## src/rtl/game_state_regs.sv

```systemverilog
// Score/fruit/life register bank for the game FSM, with session high score
// and a bit-serial double-dabble converter feeding the score HUD digits.
module game_state_regs #(
   parameter int unsigned MAX_LIVES = 3
) (
   input  logic        Clk,
   input  logic        Reset_n,
   input  logic        restart,
   input  logic        Load_S,
   input  logic [9:0]  score_in,
   input  logic        Load_F,
   input  logic [3:0]  fruits_in,
   input  logic        Load_L,
   input  logic [7:0]  lives_in,
   output logic [9:0]  score_out,
   output logic [3:0]  fruits_out,
   output logic [1:0]  lives_out,
   output logic        all_fruits,
   output logic [9:0]  high_score,
   output logic [15:0] score_bcd,
   output logic        bcd_valid
);

   localparam int unsigned SCORE_W = 10;
   localparam int unsigned BCD_W   = 16;
   localparam int unsigned CNT_W   = 4;
   localparam logic [CNT_W-1:0] LAST_SHIFT = CNT_W'(SCORE_W - 1);
   localparam logic [7:0]       MAX_L8     = 8'(MAX_LIVES);
   localparam logic [1:0]       MAX_L2     = 2'(MAX_LIVES);

   typedef enum logic {S_IDLE, S_CONV} state_t;

   state_t                     r_state, w_state_nxt;
   logic [SCORE_W-1:0]         r_score, r_high, r_shreg;
   logic [3:0]                 r_fruits;
   logic [1:0]                 r_lives;
   logic [BCD_W-1:0]           r_acc, r_bcd;
   logic                       r_valid;
   logic [CNT_W-1:0]           r_cnt;

   logic                       w_done;
   logic [BCD_W-1:0]           w_acc_adj;
   logic [BCD_W+SCORE_W-1:0]   w_shl;
   logic [1:0]                 w_lives_sat;

   // Converter next state; restart beats a new load, which beats completion
   always_comb begin
      w_state_nxt = r_state;
      w_done      = 1'b0;
      if (restart) begin
         w_state_nxt = S_IDLE;
      end else begin
         if (r_state == S_CONV && r_cnt == LAST_SHIFT) begin
            w_done      = 1'b1;
            w_state_nxt = S_IDLE;
         end
         if (Load_S) w_state_nxt = S_CONV;
      end
   end

   // One double-dabble step: add-3 correction, then shift {acc, shreg}
   always_comb begin
      w_acc_adj = r_acc;
      for (int i = 0; i < 4; i++) begin
         if (r_acc[4*i +: 4] >= 4'd5) w_acc_adj[4*i +: 4] = r_acc[4*i +: 4] + 4'd3;
      end
      w_shl       = {w_acc_adj, r_shreg} << 1;
      w_lives_sat = (lives_in > MAX_L8) ? MAX_L2 : lives_in[1:0];
   end

   always_ff @(posedge Clk or negedge Reset_n) begin
      if (!Reset_n) r_state <= S_IDLE;
      else          r_state <= w_state_nxt;
   end

   always_ff @(posedge Clk or negedge Reset_n) begin
      if (!Reset_n) begin
         r_score  <= '0;
         r_fruits <= '0;
         r_lives  <= '0;
         r_high   <= '0;
         r_bcd    <= '0;
         r_valid  <= 1'b1;
         r_acc    <= '0;
         r_shreg  <= '0;
         r_cnt    <= '0;
      end else if (restart) begin
         r_high   <= (r_score > r_high) ? r_score : r_high;
         r_score  <= '0;
         r_fruits <= '0;
         r_lives  <= '0;
         r_bcd    <= '0;
         r_valid  <= 1'b1;
         r_cnt    <= '0;
      end else begin
         if (w_done) begin
            r_bcd   <= w_shl[BCD_W+SCORE_W-1:SCORE_W];
            r_valid <= 1'b1;
         end
         if (r_state == S_CONV) begin
            r_acc   <= w_shl[BCD_W+SCORE_W-1:SCORE_W];
            r_shreg <= w_shl[SCORE_W-1:0];
            r_cnt   <= r_cnt + CNT_W'(1);
         end
         if (Load_S) begin
            r_score <= score_in;
            r_shreg <= score_in;
            r_acc   <= '0;
            r_cnt   <= '0;
            r_valid <= 1'b0;
         end
         if (Load_F) r_fruits <= fruits_in;
         if (Load_L) r_lives  <= w_lives_sat;
      end
   end

   assign score_out  = r_score;
   assign fruits_out = r_fruits;
   assign lives_out  = r_lives;
   assign all_fruits = &r_fruits;
   assign high_score = r_high;
   assign score_bcd  = r_bcd;
   assign bcd_valid  = r_valid;

endmodule

```

## config.mk

```make
export PLATFORM = sky130hd
export DESIGN_NAME = game_state_regs
export DESIGN_NICKNAME = d
export VERILOG_FILES = /design/src/rtl/game_state_regs.sv
export SDC_FILE = /design/constraint.sdc
export NUM_CORES = 1
export LEC_CHECK = 0
export ABC_AREA = 1
export CAP_MARGIN = 0
export CORE_UTILIZATION = 47
export DETAILED_ROUTE_END_ITERATION = 8
export PLACE_DENSITY = 0.75
export SYNTH_ARGS = -nofsm -noshare
export SYNTH_HDL_FRONTEND = slang
export SYNTH_SLANG_ARGS = --single-unit
```

## constraint.sdc

```tcl
create_clock -name Clk -period 1.4 [get_ports Clk]
set_input_delay 0.21 -clock Clk [delete_from_list [all_inputs] [get_ports Clk]]
set_output_delay 0.21 -clock Clk [all_outputs]
set_load 0.01 [all_outputs]
```

==> impl_results.md, run 1 <==
- Outcome: finished, violations left
- Violated checks: negative setup slack
- CP peak stage delay: 0.41 ns
- Yosys reg bits: 74
- Antenna viol nets, final: 0
- Final Hold Fails: 0
- Worst Path Buf+Inv: 2
- 1st-iter DRT viols: between 200 and 250
- Routed WL: between 10 and 15 mm
- Slew HR: between 70% and 80%
- Critical path required time: around 1.7 ns
- Global-route wire length before repair: 16.1 mm
- Top-count cell post-synth: nand2_1
- Cell Chain, Critical Path: ha_1 -> nand2_1 -> nor2_2 -> nand3b_1 -> nand2_1 -> inv_2 -> buf_6 -> nand3_2 -> nand2_1
- Leakage power: approximately 0.0027 uW
- Min Hold Slack: between 0.4 and 0.5 ns
- Setup violations, final: 10
- Clock Pin Slew Worst Setup and Hold Paths: roughly 0.090 ns
- Via Count: between 3000 and 4000
- Crit-path leading delay family: simple AND/OR/NAND/NOR gates
- Clk_lat worst skew: about 0.36 ns
- Netlist cell types: 28
- Clock sinks: 74
- CTS tree: built
- Part of the cycle the worst path needs: 114%
- Worst setup margin: -0.200 ns
- Power Dens Cells: 1150 nW/um2
- IO Pins: slightly above 70
- Cell count after synthesis: around 440
- Largest area contributor in the netlist: dfrtp_1
- Hold WC Path Type: in -> async
- Asr flop ratio synth: 100%
- Critical Path End Type: register
- Core ar.: between 7000 and 8000 um2
- Share of post-route cells with drive strength above 1: around 29%
- Die Span Y: 90.4 um
- Routability cong.: between 0.8 and 0.9
- Synth warn: 0
- Sequential area share after synthesis: between 50% and 60%
- H-tree depth: 3
- Die X: ~90 um
- Worst VDD drop: just under 600 uV
- Crit Path Class: reg -> reg
- Port bufs: between 70 and 80
- Area grow syn2layout: 48.7%
- Tightest Pin Transition: around 0.39 ns
- Die area: roughly 8200 um2
- Worst-path cell with the longest stage delay: dfrtp_1
- EDFF count, synth: 0
- GR Overflow Total: 0
- Max-Cap Viols: 0
- Layout Nets: 611
- Row count: 31
- Final min period: 1.60 ns
- Antenna fix cells: 0
- TritonCTS buffer count: 9
- Final Max Slew Viols: 0
- Worst path arrival time: between 1.5 and 2 ns
- CTS root buffer: clkbuf_8
- Fin Clk Skew: about 0.015 ns
- Post-Syn Nets: between 400 and 500
- Dominant cells by area after synthesis: dfrtp_1, nand2_1, ha_1, inv_1, nand3_1
- Vias per cell: around 5.1
- Syn avg cell area: ~8.4 um2
- RSZ-0062 raised after global routing: true
- Top_reg_cell synth: dfrtp_1
- Max Clk Rate: between 0.6 and 0.7 GHz
- Crit Path Max Fanout: 6
- Initial Util: between 40% and 50%
- Most used cell, CP: nand2_1
- Vias in the first global route: 3497
- Largest net degree at the start of global routing: 75
- Non-Filler Instances: about 670
- Placed Instances: 636
- Yosys top cell area share: about 50%
- DRT Pass-1 Iters: 5
- Top cells by count, synth: nand2_1, dfrtp_1, inv_1
- Buffer levels on the longest clock path: 2
- DP HPWL: between 6 and 7 mm
- DRC viols: 0
- Power, Total: around 6300 uW
- Global-route usage over all layers: between 20 and 25%
- Crit path launch type: register
- Routed WL per cell: 15.5 um
- Syn Std Cell Area: approximately 3700 um2
- Initial antenna violation count: 0
-- flip-flops by register name, indices dropped and copies added, names as in the netlist --
name,count
r_acc,16
high_score,10
bcd_valid,1
score_bcd,16
r_shreg,10
lives_out,2
r_state,1
fruits_out,4
r_cnt,4
score_out,10
-- layer usage --
layer	vias up	global-route usage [%]	share of wire, %
met5	-	0	0
met4	0	10.9	2.3
met3	21	4.88	4.0
met2	100	44.8	54
met1	1622	28.8	40
li1	1649	-	-
-- cells by family after synthesis --
group	after synthesis	synth area share [%]
AND/OR/NAND/NOR	176	20.4
buffers and inverters	82	9.34
AO/OA/AOI/OAI	78	11.3
flip-flops	74	50.5
adder cells (fa/ha/maj)	20	6.81
XOR/XNOR	7	1.67
-- worst paths after layout --
kind / cells after the start / slack (ns) / end / startpoint
max in group asynchronous: 3 / 0.65 / bcd_valid / Reset_n
worst max-delay path: 9 / -0.20 / high_score[4] / score_out[2]
worst min-delay path: 3 / 0.41 / high_score[8] / Reset_n
worst max register to register: 9 / -0.20 / high_score[4] / score_out[2]
worst min register to register: 2 / 0.52 / score_bcd[12] / score_bcd[12]
min in group Clk: 3 / 0.45 / fruits_out[3] / fruits_in[3]
-- tightest hold or removal path: stages --
cell	delay, ns
dlygate4sd3_1	0.52
buf_2	0.12
buf_12	0.32
-- stage by stage --
step / util (%) / area, um2 / worst slack, ns / TNS [ns]
finish: 73.7 / 5460 / -0.200 / -1.76
global route: 73.7 / 5460 / -0.261 / -4.03
CTS: 70.0 / 5180 / -0.129 / -1.16
detailed placement: 65.0 / 4810 / -0.148 / -6.70
global placement: 65.0 / 4810 / -0.103 / -4.21
floorplan: - / 3690 / -0.0395 / -0.395
-- placed cells by master (no fill, tap or decap), types with 3 or more instances in the layout --
cell type,Yosys,final
nor2_2,1,6
buf_4,4,45
nand2_4,1,5
xor2_1,7,4
clkbuf_8,0,9
ha_4,0,9
inv_2,3,18
xor2_2,0,3
inv_1,64,49
a21oi_1,9,6
clkdlybuf4s15_1,0,8
nor2_1,26,19
o21ai_2,0,4
buf_12,0,5
o21a_1,4,4
nor3_1,3,3
clkbuf_2,0,6
ha_2,0,3
o22ai_1,10,10
o21ai_1,19,24
nand3_2,0,12
nand2_1,105,92
o21ai_0,34,25
nand3_1,34,21
buf_6,2,9
nand2_2,1,10
ha_1,20,8
dlygate4sd2_1,0,28
clkdlybuf4s50_1,0,26
dfrtp_1,73,72
bufinv_16,0,3
-- layout make-up --
type                       count  area (um2)
clock buffer                  10         128
clock inverter                 6         115
fill                         515        1950
inverter                      67         251
multi-input combinational    281        1810
sequential                    74        1850
tap                           99         124
timing repair buffer         130        1170
-- what timing repair did --
item,in CTS,in global routing
setup buffers,2,12
cloned,1,0
gates resized for setup,87,81
hold buffers,1,0
pin swaps,17,22
hold endpoints to repair,73,0
endpoints found under the setup margin,66,52
-- report_power, final --
group	internal, uW	leakage (uW)	switching (uW)	total, uW
logic	836	0.00156	977	1810
clock network	1190	0.000117	845	2040
registers	2310	0.000992	110	2420
total	4340	0.00267	1930	6270
Power figures use the tool's default switching activity.
==> run 2, diff against run 1 <==
--- a/config.mk
+++ b/config.mk
@@ -7,9 +7,9 @@
 export LEC_CHECK = 0
 export ABC_AREA = 1
 export CAP_MARGIN = 0
-export CORE_UTILIZATION = 47
+export CORE_UTILIZATION = 50
 export DETAILED_ROUTE_END_ITERATION = 8
-export PLACE_DENSITY = 0.75
+export PLACE_DENSITY = 0.76
 export SYNTH_ARGS = -nofsm -noshare
 export SYNTH_HDL_FRONTEND = slang
 export SYNTH_SLANG_ARGS = --single-unit
==> constraint.sdc (replaced) <==
create_clock -name Clk -period 1.5 [get_ports Clk]
set_input_delay 0.225 -clock Clk [delete_from_list [all_inputs] [get_ports Clk]]
set_output_delay 0.225 -clock Clk [all_outputs]
set_load 0.01 [all_outputs]
==> run 2 against run 1 <==
- largest cell class unchanged
- first-iteration DRC count decreased by 33%
- register-to-register slack improved by 0.06 ns
- cell area decreased by 4.4%
- worst setup slack improved by 0.060 ns
- sequential share of layout area increased by 1.6 points
- the flow still finishes with violations (negative setup slack)
==> impl_results.md, run 2 (synthesis gave the netlist of run 1 again) <==
- DP HPWL: 6.33 mm (+0.46%)
- Worst setup margin: -0.140 ns (+0.0595 ns)
- Die area: 7690 um2 (-5.9%)
- Final min period: 1.64 ns (+0.0405 ns)
- Buffer levels on the longest clock path: 2 (unchanged)
- Clock Pin Slew Worst Setup and Hold Paths: 0.07 ns (-0.02 ns)
- Worst path arrival time: 1.88 ns (+0.03 ns)
- Global-route usage over all layers: 26.3% (+1.3 points)
- R2R Setup Slk: -0.14 ns (+0.06 ns)
- Final Max Slew Viols: 0 (unchanged)
- Routing usage on met3: 4.62% (-0.26 points)
- Die Span Y: 87.7 um (-3.0%)
- Initial Util: 52.9% (+3.3 points)
- Leakage power: 0.00267 uW (about the same)
- Routed WL per cell: 14.6 um (-5.4%)
- Clock sinks: 74 (unchanged)
- IO Pins: 72 (unchanged)
- Largest net degree at the start of global routing: 75 (unchanged)
- Worst VDD drop: 494 uV (-17%)
- Share of post-route cells with drive strength above 1: 20.3% (-8.6 points)
- Crit path launch type: register
- Part of the cycle the worst path needs: 109% (-4.9 points)
- Clk_lat worst skew: 0.35 ns (about the same)
- Power Dens Cells: 1040 nW/um2 (-9.8%)
- Met1 usage in global routing: 32.0% (+3.1 points)
- Initial antenna violation count: 0 (unchanged)
- Global-route wire length before repair: 15.3 mm (-4.7%)
- H-tree depth: 3 (unchanged)
- Final Hold Fails: 0 (unchanged)
- Max Clk Rate: 0.610 GHz (-2.5%)
- Fin Clk Skew: 0.00696 ns (-0.00812 ns)
- Area grow syn2layout: 42.1%
- Outcome: finished, violations left
- Placed cell area: 4770 um2 (-0.88%)
- Most common cell after layout, fill and taps aside: nand2_1
- DRC viols: 0 (unchanged)
- Row count: 30 (-3.2%)
- GR Overflow Total: 0 (unchanged)
- Vias per cell: 5.17 (+1.6%)
- Fin Setup TNS: -1.30 ns (+0.462 ns)
- Hold WC Path Type: in -> async
- Vias in the first global route: 3347 (-4.3%)
- CTS tree: built
- Placed Instances: 629 (-1.1%)
- Antenna viol nets, final: 0 (unchanged)
- Violated checks: negative setup slack
- Commonest non-fill, non-tap cells in the layout: nand2_1, dfrtp_1, inv_1
- Slew HR: 73.9% (-0.19 points)
- Setup violations, final: 10 (unchanged)
- RSZ-0062 raised after global routing: true
- GR Layer Usage met2: 45.2% (+0.46 points)
- Final core utilization: 75.2% (+1.5 points)
- CTS root buffer: clkbuf_8
- Routability cong.: 0.834 (-2.6%)
- TritonCTS buffer count: 9 (unchanged)
- Via Count: 3373 (-0.56%)
- Die X: 87.7 um (-3.0%)
- Layer with the highest usage: met2
- DRT Pass-1 Iters: 4 (-1)
- Non-Filler Instances: 653 (-2.1%)
- Max-Cap Viols: 0 (unchanged)
- Critical path required time: 1.74 ns (+0.09 ns)
- 1st-iter DRT viols: 157 (-33%)
- Port bufs: 71 (unchanged)
- Core ar.: 6940 um2 (-6.3%)
- Final Cell Area: 5220 um2 (-4.4%)
- Tightest Pin Transition: 0.391 ns (+0.00291 ns)
- Layout Nets: 600 (-1.8%)
- Critical Path End Type: register
- Crit Path Class: reg -> reg
- Crit Path Max Fanout: 10 (+4)
- Routed WL: 9.56 mm (-7.4%)
- Antenna fix cells: 0 (unchanged)
[run 2: cell count changes in the layout (fill, tap and decap cells not counted), sizes merged, moves of 2 or more]
cell           change
buf               -12
bufinv             -2
clkdlybuf4s15      -8
dlymetal6s2s       +9
clkdlybuf4s50     +13
dlygate4sd2        -8
[run 2: repair_timing]
item / in CTS / in global routing
hold buffers: 1 / 0
hold endpoints to repair: 73 / 0
cloned: 1 / 0
setup buffers: 0 / 6
gates resized for setup: 53 / 34
endpoints found under the setup margin: 33 / 39
pin swaps: 19 / 8
[run 2: power breakdown]
group	switching, uW	internal (uW)
sequential	98.8	2160
clock	701	860
combinational	873	715
total	1670	3730
[run 2: layout make-up]
class	count	area (um2)
inverter	67	251
tap	96	120
clock inverter	2	35.0
sequential	74	1850
multi-input combinational	281	1670
timing repair buffer	119	1130
clock buffer	14	163
fill	484	1720
[run 2: layer usage]
| layer | wire [um] | vias to the layer above |
|---|---|---|
| met5 | 0 | - |
| met4 | 331 | 0 |
| met3 | 422 | 28 |
| met2 | 4980 | 97 |
| met1 | 3830 | 1623 |
| li1 | - | 1625 |
[run 2: metrics by stage]
step	hold slack [ns]	setup WS (ns)	total power (uW)
global route	0.474	-0.202	5660
detailed placement	0.287	-0.167	3540
floorplan	-0.0706	0.00759	2900
CTS	0.447	-0.0418	5240
global placement	0.285	-0.103	3510
finish	0.421	-0.140	5400
[run 2: worst paths after layout]
check                             startpoint            end  cells after the start
worst min register to register     bcd_valid      bcd_valid                      2
worst max register to register  score_out[5]  high_score[2]                      9
min in group Clk                fruits_in[1]  fruits_out[1]                      3
worst min-delay path                 Reset_n  score_bcd[11]                      3
worst max-delay path            score_out[5]  high_score[2]                      9
max in group asynchronous            Reset_n      bcd_valid                      3
[run 2: worst max-delay path, stage by stage, from the launching register on]
cell and delay, ns:
dfrtp_1 0.43, ha_4 0.30, nand2_2 0.07, nor2_2 0.15
nand3b_1 0.10, nand2_1 0.09, inv_2 0.10, buf_12 0.16
nand3_2 0.07, nand2_1 0.05
==> run 3, diff against run 2 <==
--- a/config.mk
+++ b/config.mk
@@ -7,9 +7,9 @@
 export LEC_CHECK = 0
 export ABC_AREA = 1
 export CAP_MARGIN = 0
-export CORE_UTILIZATION = 50
+export CORE_UTILIZATION = 35
 export DETAILED_ROUTE_END_ITERATION = 8
-export PLACE_DENSITY = 0.76
+export PLACE_DENSITY = 0.56
 export SYNTH_ARGS = -nofsm -noshare
 export SYNTH_HDL_FRONTEND = slang
 export SYNTH_SLANG_ARGS = --single-unit
==> run 3 against run 2 <==
- non-clock buffer count increased by 3
- maximum frequency increased by 8.9%
- the run still ends with negative setup slack left
- worst setup slack improved by 0.13 ns
- critical path depth increased by 1
- via count decreased by 3.5%
- hold slack got worse by 0.074 ns
==> impl_results.md, run 3 (synthesis gave the netlist of run 1 again) <==
- Worst setup margin: -0.00633 ns (+0.134 ns)
- Part of the cycle the worst path needs: 100% (-8.9 points)
- Seq pwr share: 40.6% (-1.1 points)
- Core ar.: 10200 um2 (+47%)
- Hold WC Path Type: in -> async
- Setup violations, final: 1 (-9)
- Via Count: 3256 (-3.5%)
- Final core utilization: 52.6% (-23 points)
- Routed WL: 9.34 mm (-2.3%)
- Routed WL per cell: 13.4 um (-8.3%)
- Area grow syn2layout: 46.6%
- Max Clk Rate: 0.664 GHz (+8.9%)
- Die area: 10900 um2 (+42%)
- Crit Path Class: reg -> reg
- Placed cell area: 4840 um2 (+1.5%)
- Port bufs: 71 (unchanged)
- Routability cong.: 0.764 (-8.3%)
- Die Span Y: 104 um (+19%)
- Slew HR: 74.0% (+0.12 points)
- Fin Clk Skew: 0.0104 ns (+0.00340 ns)
- Initial Util: 35.9% (-17 points)
- Combinational power share: 27.3% (-2.1 points)
- DP HPWL: 6.57 mm (+3.8%)
- Pint: 3860 uW (+3.4%)
- Critical path required time: 1.74 ns (about the same)
- Die X: 104 um (+19%)
- Final min period: 1.51 ns (-0.134 ns)
- DRC viols: 0 (unchanged)
- Vias per cell: 4.68 (-9.4%)
- Clk_lat worst skew: 0.34 ns (about the same)
- IO Pins: 72 (unchanged)
- Worst path arrival time: 1.74 ns (-0.14 ns)
- GR Overflow Total: 0 (unchanged)
- Power Dens Cells: 1030 nW/um2 (-0.51%)
- Worst VDD drop: 484 uV (-2.0%)
- Most common cell after layout, fill and taps aside: nand2_1
- Global-route usage over all layers: 17.9% (-8.3 points)
- Switching share of power: 30.5% (-0.51 points)
- Clock sinks: 74 (unchanged)
- Critical Path End Type: register
- CTS tree: built
- Violated checks: negative setup slack
- Leakage power: 0.00287 uW (+7.4%)
- Final Cell Area: 5380 um2 (+3.1%)
- Layout Nets: 603 (+0.50%)
- Largest net degree at the start of global routing: 36 (-52%)
- Final Hold Fails: 0 (unchanged)
- H-tree depth: 3 (unchanged)
- DRT Pass-1 Iters: 4 (unchanged)
- Tightest Pin Transition: 0.389 ns (-0.00184 ns)
- Max-Cap Viols: 0 (unchanged)
- Initial antenna violation count: 0 (unchanged)
- Vias in the first global route: 3347 (unchanged)
- Buffer levels on the longest clock path: 2 (unchanged)
- Fill cells: 973 (+100%)
- RSZ-0062 raised after global routing: true
- Commonest non-fill, non-tap cells in the layout: nand2_1, dfrtp_1, inv_1
- Final Max Slew Viols: 0 (unchanged)
- CTS root buffer: clkbuf_8
- Crit Path Max Fanout: 6 (-4)
- Outcome: finished, violations left
- Antenna viol nets, final: 0 (unchanged)
- Antenna fix cells: 0 (unchanged)
- Clock Pin Slew Worst Setup and Hold Paths: 0.09 ns (+0.02 ns)
- TritonCTS buffer count: 9 (unchanged)
- Global-route wire length before repair: 15.7 mm (+2.7%)
- 1st-iter DRT viols: 146 (-7.0%)
- Row count: 37 (+23%)
- Share of post-route cells with drive strength above 1: 21.8% (+1.5 points)
- NetSw: 1690 uW (+0.94%)
- Fin Setup TNS: -0.00633 ns (+1.29 ns)
- Crit path launch type: register
- Clock power frac: 32.0% (+3.1 points)
-- run 3: changes by cell type in the layout (fill, tap and decap cells not counted), moves of 4 or more --
cell / before / now
o21ai_0: 31 / 27
dlymetal6s2s_1: 9 / 17
clkdlybuf4s50_1: 39 / 28
dlygate4sd2_1: 20 / 24
o21ai_1: 21 / 25
-- run 3: metal layers --
metal  track usage [%]  routed length [um]  vias up
li1                  -                   -     1632
met1              23.6                4390     1554
met2              29.8                4550       56
met4              6.22                 125        0
met5                 0                   0        -
met3              2.82                 281       14
-- run 3: power groups by stage --
stage                     Sequential (uW)  Combinational (uW)  Clock [uW]
after floorplan                      2330                 568           0
after global placement               2290                1230           0
after detailed placement             2290                1240           0
after CTS                            2250                1390        1810
after global routing                 2270                1690        1900
final                                2250                1520        1780
-- run 3: repair_timing --
item	in CTS	in global routing
pin swaps	8	12
hold endpoints to repair	25	0
gates resized for setup	51	56
cloned	1	0
buffers inserted	3	2
setup endpoints to repair	39	52
hold buffers	1	0
-- run 3: stage by stage --
| step | std cells | power, uW | hold slack, ns | worst slack [ns] |
|---|---|---|---|---|
| 3_5_place_dp | 673 | 3530 | 0.181 | -0.103 |
| 2_1_floorplan | 437 | 2900 | -0.0706 | 0.00759 |
| 3_3_place_gp | 673 | 3510 | 0.183 | -0.0694 |
| 4_1_cts | 694 | 5450 | 0.350 | -0.0439 |
| 6_report | 696 | 5550 | 0.347 | -0.00633 |
| 5_1_grt | 696 | 5860 | 0.368 | -0.106 |
-- run 3: final timing paths --
check	startpoint	endpoint	slack, ns	depth (start not counted)
worst max-delay path	high_score[8]	high_score[8]	-0.006	10
worst min-delay path	Reset_n	lives_out[0]	0.35	2
worst max register to register	high_score[8]	high_score[8]	-0.006	10
worst min register to register	bcd_valid	bcd_valid	0.49	2
max in group asynchronous	Reset_n	score_bcd[1]	0.62	3
min in group Clk	score_in[8]	score_out[8]	0.46	3
-- run 3: layout make-up --
| cell class | instances | area, um2 | area share, % |
|---|---|---|---|
| flip-flops and latches | 74 | 1850 | 34.4 |
| multi-input cells | 281 | 1710 | 31.8 |
| repair buffers | 122 | 1170 | 21.7 |
| inverters | 67 | 251 | 4.67 |
| well taps | 136 | 170 | 3.16 |
| clock buffers | 10 | 138 | 2.56 |
| clock inverters | 6 | 87.6 | 1.63 |
-- run 3: critical path, cell delays in order, from the launching register on --
cell      delay [ns]
dfrtp_1         0.39
inv_2           0.05
ha_4            0.27
nand2_4         0.05
nor2_4          0.14
nand3b_1        0.09
nand2_1         0.08
inv_2           0.06
buf_6           0.14
nand3_2         0.07
nand2_1         0.06
